## config.mk

```make
export PLATFORM = sky130hd
export DESIGN_NAME = tx_frame_arbiter
export DESIGN_NICKNAME = d
export VERILOG_FILES = /design/src/rtl/tx_frame_arbiter.sv
export SDC_FILE = /design/constraint.sdc
export NUM_CORES = 1
export LEC_CHECK = 0
export ABC_AREA = 0
export BUFFER_PORTS_ARGS = -buffer_cell sky130_fd_sc_hd__buf_2
export CAP_MARGIN = 10
export CORE_MARGIN = 3
export CORE_UTILIZATION = 45
export DETAILED_ROUTE_END_ITERATION = 7
export PLACE_DENSITY = 0.73
export SYNTH_ARGS = -nofsm -noshare
export SYNTH_HDL_FRONTEND = slang
export SYNTH_SLANG_ARGS = --single-unit
export TNS_END_PERCENT = 30
```

## constraint.sdc

```tcl
create_clock -name clk -period 1.91 [get_ports clk]
set_input_delay 0.191 -clock clk [delete_from_list [all_inputs] [get_ports clk]]
set_output_delay 0.191 -clock clk [all_outputs]
set_load 0.01 [all_outputs]
```

## src/rtl/tx_frame_arbiter.sv

```systemverilog
// Burst arbiter feeding the shared UART transmit FIFO from the CPU A and CPU B
// receive FIFOs; a grant lasts until an idle gap or the byte limit closes the burst.
module tx_frame_arbiter #(
   parameter int FIFO_CNT_W = 5,
   parameter int TX_DEPTH   = 16,
   parameter int IDLE_GAP   = 320,
   parameter int MAX_BURST  = 64
) (
   input  logic                  clk,
   input  logic                  rst_n,
   input  logic                  switch,
   input  logic [7:0]            a_rdr,
   input  logic [FIFO_CNT_W-1:0] a_rf_counter,
   output logic                  a_rf_pop,
   input  logic [7:0]            b_rdr,
   input  logic [FIFO_CNT_W-1:0] b_rf_counter,
   output logic                  b_rf_pop,
   input  logic [FIFO_CNT_W-1:0] tf_counter,
   output logic                  tf_push,
   output logic [7:0]            tdr,
   output logic [1:0]            grant,
   output logic                  busy
);

   localparam int IDLE_W = $clog2(IDLE_GAP + 1);
   localparam logic [IDLE_W-1:0]     IDLE_LIMIT  = IDLE_W'(IDLE_GAP);
   localparam logic [7:0]            BURST_LIMIT = 8'(MAX_BURST);
   localparam logic [FIFO_CNT_W-1:0] TX_FULL     = FIFO_CNT_W'(TX_DEPTH);

   typedef enum logic [1:0] {
      ST_IDLE    = 2'd0,
      ST_XFER    = 2'd1,
      ST_RELEASE = 2'd2
   } state_t;

   typedef enum logic [1:0] {
      OWN_NONE = 2'd0,
      OWN_A    = 2'd1,
      OWN_B    = 2'd2
   } owner_t;

   state_t              r_state;
   state_t              w_next_state;
   owner_t              r_last_owner;
   owner_t              w_nxt_last;
   logic                r_owner_b;
   logic                w_nxt_owner_b;
   logic [IDLE_W-1:0]   r_idle_cnt;
   logic [IDLE_W-1:0]   w_nxt_idle;
   logic [7:0]          r_burst_cnt;
   logic [7:0]          w_nxt_burst;
   logic                r_tf_push;
   logic                r_a_pop;
   logic                r_b_pop;
   logic [7:0]          r_tdr;
   logic [1:0]          r_grant;
   logic                r_busy;
   logic                w_nxt_tf_push;
   logic                w_nxt_a_pop;
   logic                w_nxt_b_pop;
   logic [7:0]          w_nxt_tdr;
   logic [1:0]          w_nxt_grant;

   logic                  w_req_a;
   logic                  w_req_b;
   logic                  w_pick_b;
   logic [FIFO_CNT_W-1:0] w_own_cnt;
   logic [7:0]            w_own_rdr;
   logic                  w_own_req;
   logic                  w_tx_full;
   logic                  w_close;
   logic                  w_issue;

   assign w_req_a = (a_rf_counter != '0);
   assign w_req_b = (b_rf_counter != '0);

   // B wins when alone, when A owned the previous burst, or on the very first
   // contended arbitration when B is the host.
   assign w_pick_b = w_req_b &&
                     (!w_req_a ||
                      (r_last_owner == OWN_A) ||
                      ((r_last_owner == OWN_NONE) && switch));

   assign w_own_cnt = r_owner_b ? b_rf_counter : a_rf_counter;
   assign w_own_rdr = r_owner_b ? b_rdr : a_rdr;
   assign w_own_req = (w_own_cnt != '0);
   assign w_tx_full = (tf_counter >= TX_FULL);

   // A full transmit FIFO freezes the burst entirely, including its closing.
   assign w_close = !w_tx_full &&
                    ((r_burst_cnt >= BURST_LIMIT) || (r_idle_cnt >= IDLE_LIMIT));

   // The previous-cycle pulse check hides the one-cycle lag of the source counter.
   assign w_issue = (r_state == ST_XFER) && !w_close && w_own_req &&
                    !w_tx_full && !r_tf_push;

   always_ff @(posedge clk or negedge rst_n) begin
      if (!rst_n) begin
         r_state <= ST_IDLE;
      end else begin
         r_state <= w_next_state;
      end
   end

   always_comb begin
      w_next_state = r_state;
      case (r_state)
         ST_IDLE: begin
            if (w_req_a || w_req_b) begin
               w_next_state = ST_XFER;
            end
         end
         ST_XFER: begin
            if (w_close) begin
               w_next_state = ST_RELEASE;
            end
         end
         ST_RELEASE: begin
            w_next_state = ST_IDLE;
         end
         default: begin
            w_next_state = ST_IDLE;
         end
      endcase
   end

   always_comb begin
      w_nxt_tf_push = 1'b0;
      w_nxt_a_pop   = 1'b0;
      w_nxt_b_pop   = 1'b0;
      w_nxt_tdr     = r_tdr;
      w_nxt_grant   = r_grant;
      w_nxt_owner_b = r_owner_b;
      w_nxt_last    = r_last_owner;
      w_nxt_idle    = r_idle_cnt;
      w_nxt_burst   = r_burst_cnt;
      case (r_state)
         ST_IDLE: begin
            w_nxt_idle  = '0;
            w_nxt_burst = '0;
            if (w_req_a || w_req_b) begin
               w_nxt_owner_b = w_pick_b;
               w_nxt_grant   = w_pick_b ? 2'b10 : 2'b01;
            end
         end
         ST_XFER: begin
            if (w_close) begin
               w_nxt_grant = 2'b00;
            end else begin
               if (w_issue) begin
                  w_nxt_tf_push = 1'b1;
                  w_nxt_a_pop   = !r_owner_b;
                  w_nxt_b_pop   = r_owner_b;
                  w_nxt_tdr     = w_own_rdr;
                  if (r_burst_cnt != 8'hFF) begin
                     w_nxt_burst = r_burst_cnt + 8'd1;
                  end
               end
               if (!w_tx_full) begin
                  if (w_own_req) begin
                     w_nxt_idle = '0;
                  end else if (r_idle_cnt < IDLE_LIMIT) begin
                     w_nxt_idle = r_idle_cnt + IDLE_W'(1);
                  end
               end
            end
         end
         ST_RELEASE: begin
            w_nxt_grant = 2'b00;
            w_nxt_last  = r_owner_b ? OWN_B : OWN_A;
         end
         default: begin
            w_nxt_grant = 2'b00;
         end
      endcase
   end

   always_ff @(posedge clk or negedge rst_n) begin
      if (!rst_n) begin
         r_tf_push    <= 1'b0;
         r_a_pop      <= 1'b0;
         r_b_pop      <= 1'b0;
         r_tdr        <= 8'h00;
         r_grant      <= 2'b00;
         r_busy       <= 1'b0;
         r_owner_b    <= 1'b0;
         r_last_owner <= OWN_NONE;
         r_idle_cnt   <= '0;
         r_burst_cnt  <= '0;
      end else begin
         r_tf_push    <= w_nxt_tf_push;
         r_a_pop      <= w_nxt_a_pop;
         r_b_pop      <= w_nxt_b_pop;
         r_tdr        <= w_nxt_tdr;
         r_grant      <= w_nxt_grant;
         r_busy       <= |w_nxt_grant;
         r_owner_b    <= w_nxt_owner_b;
         r_last_owner <= w_nxt_last;
         r_idle_cnt   <= w_nxt_idle;
         r_burst_cnt  <= w_nxt_burst;
      end
   end

   assign tf_push  = r_tf_push;
   assign a_rf_pop = r_a_pop;
   assign b_rf_pop = r_b_pop;
   assign tdr      = r_tdr;
   assign grant    = r_grant;
   assign busy     = r_busy;

endmodule
```

==> qor.csv <==
stage,metric,value,unit
placement,globalplace.congestion,0.807,
run_status,violations,hold timing,
synth,synth_area,0.00177,sq mm
grt,grt_pass1_vias,1489,
run,max_cap_violations,0,
sta,finClkSkew,2.24,ps
sta,tightest_slew,786,ps
route,wl_per_cell,13.7,um
synth,synth-async-reset-ratio,1.00,
floorplan,rows,22,
setup_path,path_class,reg2reg,
clock_network,cts_hold_buf,0,
worst_hold_path,hold_class,in2async,
layout,area_delta_synth_final,27.8,%
power_and_ir_drop,power.switching,1.13,mW
setup_path,required,2140,ps
floorplan,dieHeight,68.8,um
setup_path,start_kind,flip-flop,
sta,hold_viol,36,
setup_path,rr_worst_depth,5,
setup_path,r2r_end,r_burst_cnt[5],
route,drc,0,
power_and_ir_drop,seqPwrFrac,0.378,
power_and_ir_drop,p_int,1.96,mW
setup_path,worstPathCellList,nor3_2 -> nand2_1 -> or4_4 -> or4_4 -> nand3_2,
power_and_ir_drop,clkPwrFrac,0.214,
route,drtIter0Drc,110,
synth,synth.distinct_cells,41,
floorplan,ios,48,
grt,track_usage,0.189,
placement,place_ws,-17.9,ps
setup_path,cp_common_cell,or4_4,
power_and_ir_drop,switching_share,0.365,
setup_path,rr_startpoint,r_burst_cnt[6],
setup_path,rrSetupSlack,60,ps
placement,hpwlAfterDp,2850,um
setup_path,critical_path.top_delay_family,simple AND/OR/NAND/NOR gates,
clock_network,clk_path_buf_depth,2,
floorplan,core_area,0.00374,sq mm
power_and_ir_drop,finalPower,3.09,mW
power_and_ir_drop,p_leak,1.18,nW
synth,yosys.area.top_type,dfrtp_1,
sta,setup_ws,63.4,ps
layout,fillers,329,
synth,ys_seq_area_frac,0.508,
route,vias_per_cell,5.35,
clock_network,clkLatencyLatePin,290,ps
clock_network,htreeDepth,2,
synth,synth_area_leaders,"dfrtp_1 (51%), nand2_1 (5.7%), a22oi_1 (3.4%)",
route,ant_nets,0,
sta,max_freq,0.542,GHz
sta,finalSetupViolCount,0,
setup_path,critPathCaptureType,flip-flop,
setup_path,worst-path-buf-inv,0,
synth,synth_ff_type,dfrtp_1,
synth,synth_edf_count,0,
synth,synth_nets,214,
floorplan,initial_core_util,0.474,
power_and_ir_drop,comb_power_share,0.408,
layout,diodes,0,
sta,slew_headroom,0.476,
grt,grt_pass1_wl,6550,um
clock_network,cts_tree,done,
synth,syn_avg_cell_area,10.0,sq um
route,num_vias,1535,
sta,min_period,1850,ps
sta,hold_slack,-21.9,ps
floorplan,die_w,68.8,um
route,drt-pass1-iter-count,4,
setup_path,cp_max_fo,4,
route,wirelength,3930,um
clock_network,cts.clk_slew.worst_paths,70,ps
layout,drive_gt1_frac,0.339,
synth,ys.warnings.count,0,
power_and_ir_drop,power.density,1360,mW/mm^2
clock_network,numCtsBuffers,5,
power_and_ir_drop,peakVddDrop,0.541,mV
floorplan,dieArea,0.00473,sq mm
sta,maxSlewViolCount,0,
clock_network,numClockSinks,36,
sta,finalCritPeriodShare,0.967,
clock_network,cts-root-buf,clkbuf_8,
run_status,outcome,"complete, but fails checks",
setup_path,slowest_delay,550,ps
grt,antenna_found_initial,0,
layout,nets,275,
layout,post-route-util,0.606,
synth,synthesis.instances,177,
setup_path,cp_slowest_cell,or4_4,
grt,gr-total-overflow,0,
placement,port_buffers,43,
synth,ys_seq_elements,36,
setup_path,cp.arrival,2080,ps
synth,synth_top_area_frac,0.508,
grt,grt_max_degree,37,
## layout by cell type, fill, tap and decap left out, types with 2 or more instances in the layout
cell      netlist  routed
or3_1           2       2
inv_1           6       6
dfrtp_1        36      36
nand2_1        27      27
o31ai_1         2       2
and3_1          6       6
a21o_1          4       4
a21oi_1        10      10
a31oi_1         3       3
buf_4           0      16
nand3_1         4       3
nor3_2          3       3
clkbuf_8        0       5
nor3_1          2       2
o21ai_0         3       3
o22a_1          2       2
nor2b_1         5       5
ha_1            3       3
a22o_1          6       6
a22oi_1         8       8
or4_4           2       3
o21ai_1         6       6
nor2_1         11      11
buf_2           2      43
a41oi_1         3       3
## power groups by stage
stage	Combinational, mW	Clock, mW	Sequential (mW)
after global routing	1.43	0.710	1.20
after global placement	1.18	0	1.17
after CTS	1.22	0.680	1.16
after floorplan	0.726	0	1.22
after detailed placement	1.22	0	1.17
final	1.26	0.661	1.17
## stage by stage
| stage | instances | hold slack [ps] | setup TNS (ps) | instance area (sq um) |
|---|---|---|---|---|
| after CTS | 281 | 4.18 | 0 | 2210 |
| final | 287 | -21.9 | 0 | 2270 |
| after floorplan | 177 | -105 | 0 | 1770 |
| after global routing | 287 | 28.0 | -4.76 | 2270 |
| after detailed placement | 273 | 319 | -31.9 | 2100 |
| after global placement | 273 | 318 | 0 | 2100 |
## area by class of cell
cell class | count | area (sq um) | share of cell area
well taps | 48 | 60.1 | 0.0265
inverters | 7 | 28.8 | 0.0127
flip-flops and latches | 36 | 901 | 0.397
repair buffers | 59 | 335 | 0.148
clock inverters | 3 | 42.5 | 0.0188
multi-input cells | 129 | 831 | 0.366
clock buffers | 5 | 68.8 | 0.0304
## kinds of logic (layout without fill, tap and decap cells)
family | after synthesis | after routing | synth area share
mux | 1 | 1 | 0.00635
simple gates | 72 | 72 | 0.225
fa+ha+maj | 3 | 3 | 0.0212
flops | 36 | 36 | 0.508
compound gates | 53 | 53 | 0.207
buf+inv | 12 | 74 | 0.0324
## synth_stat cells (3+ instances only)
cell type	number
a22oi_1	8
nor3_2	3
nand2_1	27
a22o_1	6
ha_1	3
a21o_1	4
o21ai_1	6
a21oi_1	10
a31oi_1	3
nor2_1	11
and3_1	6
a41oi_1	3
nor2b_1	5
nand3_1	4
dfrtp_1	36
o21ai_0	3
inv_1	6
## worst max-delay path by stage
stage	start	to	cells past startpoint	slack, ps
after global routing	r_idle_cnt[6]	r_burst_cnt[5]	5	-3
after detailed placement	b_rf_counter[0]	r_idle_cnt[4]	7	-20
after global placement	b_rf_counter[0]	r_idle_cnt[0]	7	30
final	r_burst_cnt[6]	r_burst_cnt[5]	5	60
after floorplan	r_idle_cnt[7]	r_burst_cnt[5]	5	140
after CTS	r_burst_cnt[6]	tdr[2]	6	80
## routing by layer
layer  share of wire  GRT usage  up-vias
li1                -          -      769
met1            0.47      0.223      702
met2            0.44      0.316       60
met3           0.079     0.0438        4
met4          0.0086      0.107        0
met5               0          0        -
## flip-flops by register name (all words and copies together) (netlist names)
register      flops
tdr               8
busy              1
r_state           2
a_rf_pop          1
r_owner_b         1
b_rf_pop          1
r_burst_cnt       8
r_last_owner      2
r_idle_cnt        9
grant             2
tf_push           1
## timing repair
action                                  4_1_cts  5_1_grt
setup buffers                                 0        6
resized for setup                             0        3
endpoints found under the setup margin        0        6
Note: power is estimated with default switching activity, not from simulation.
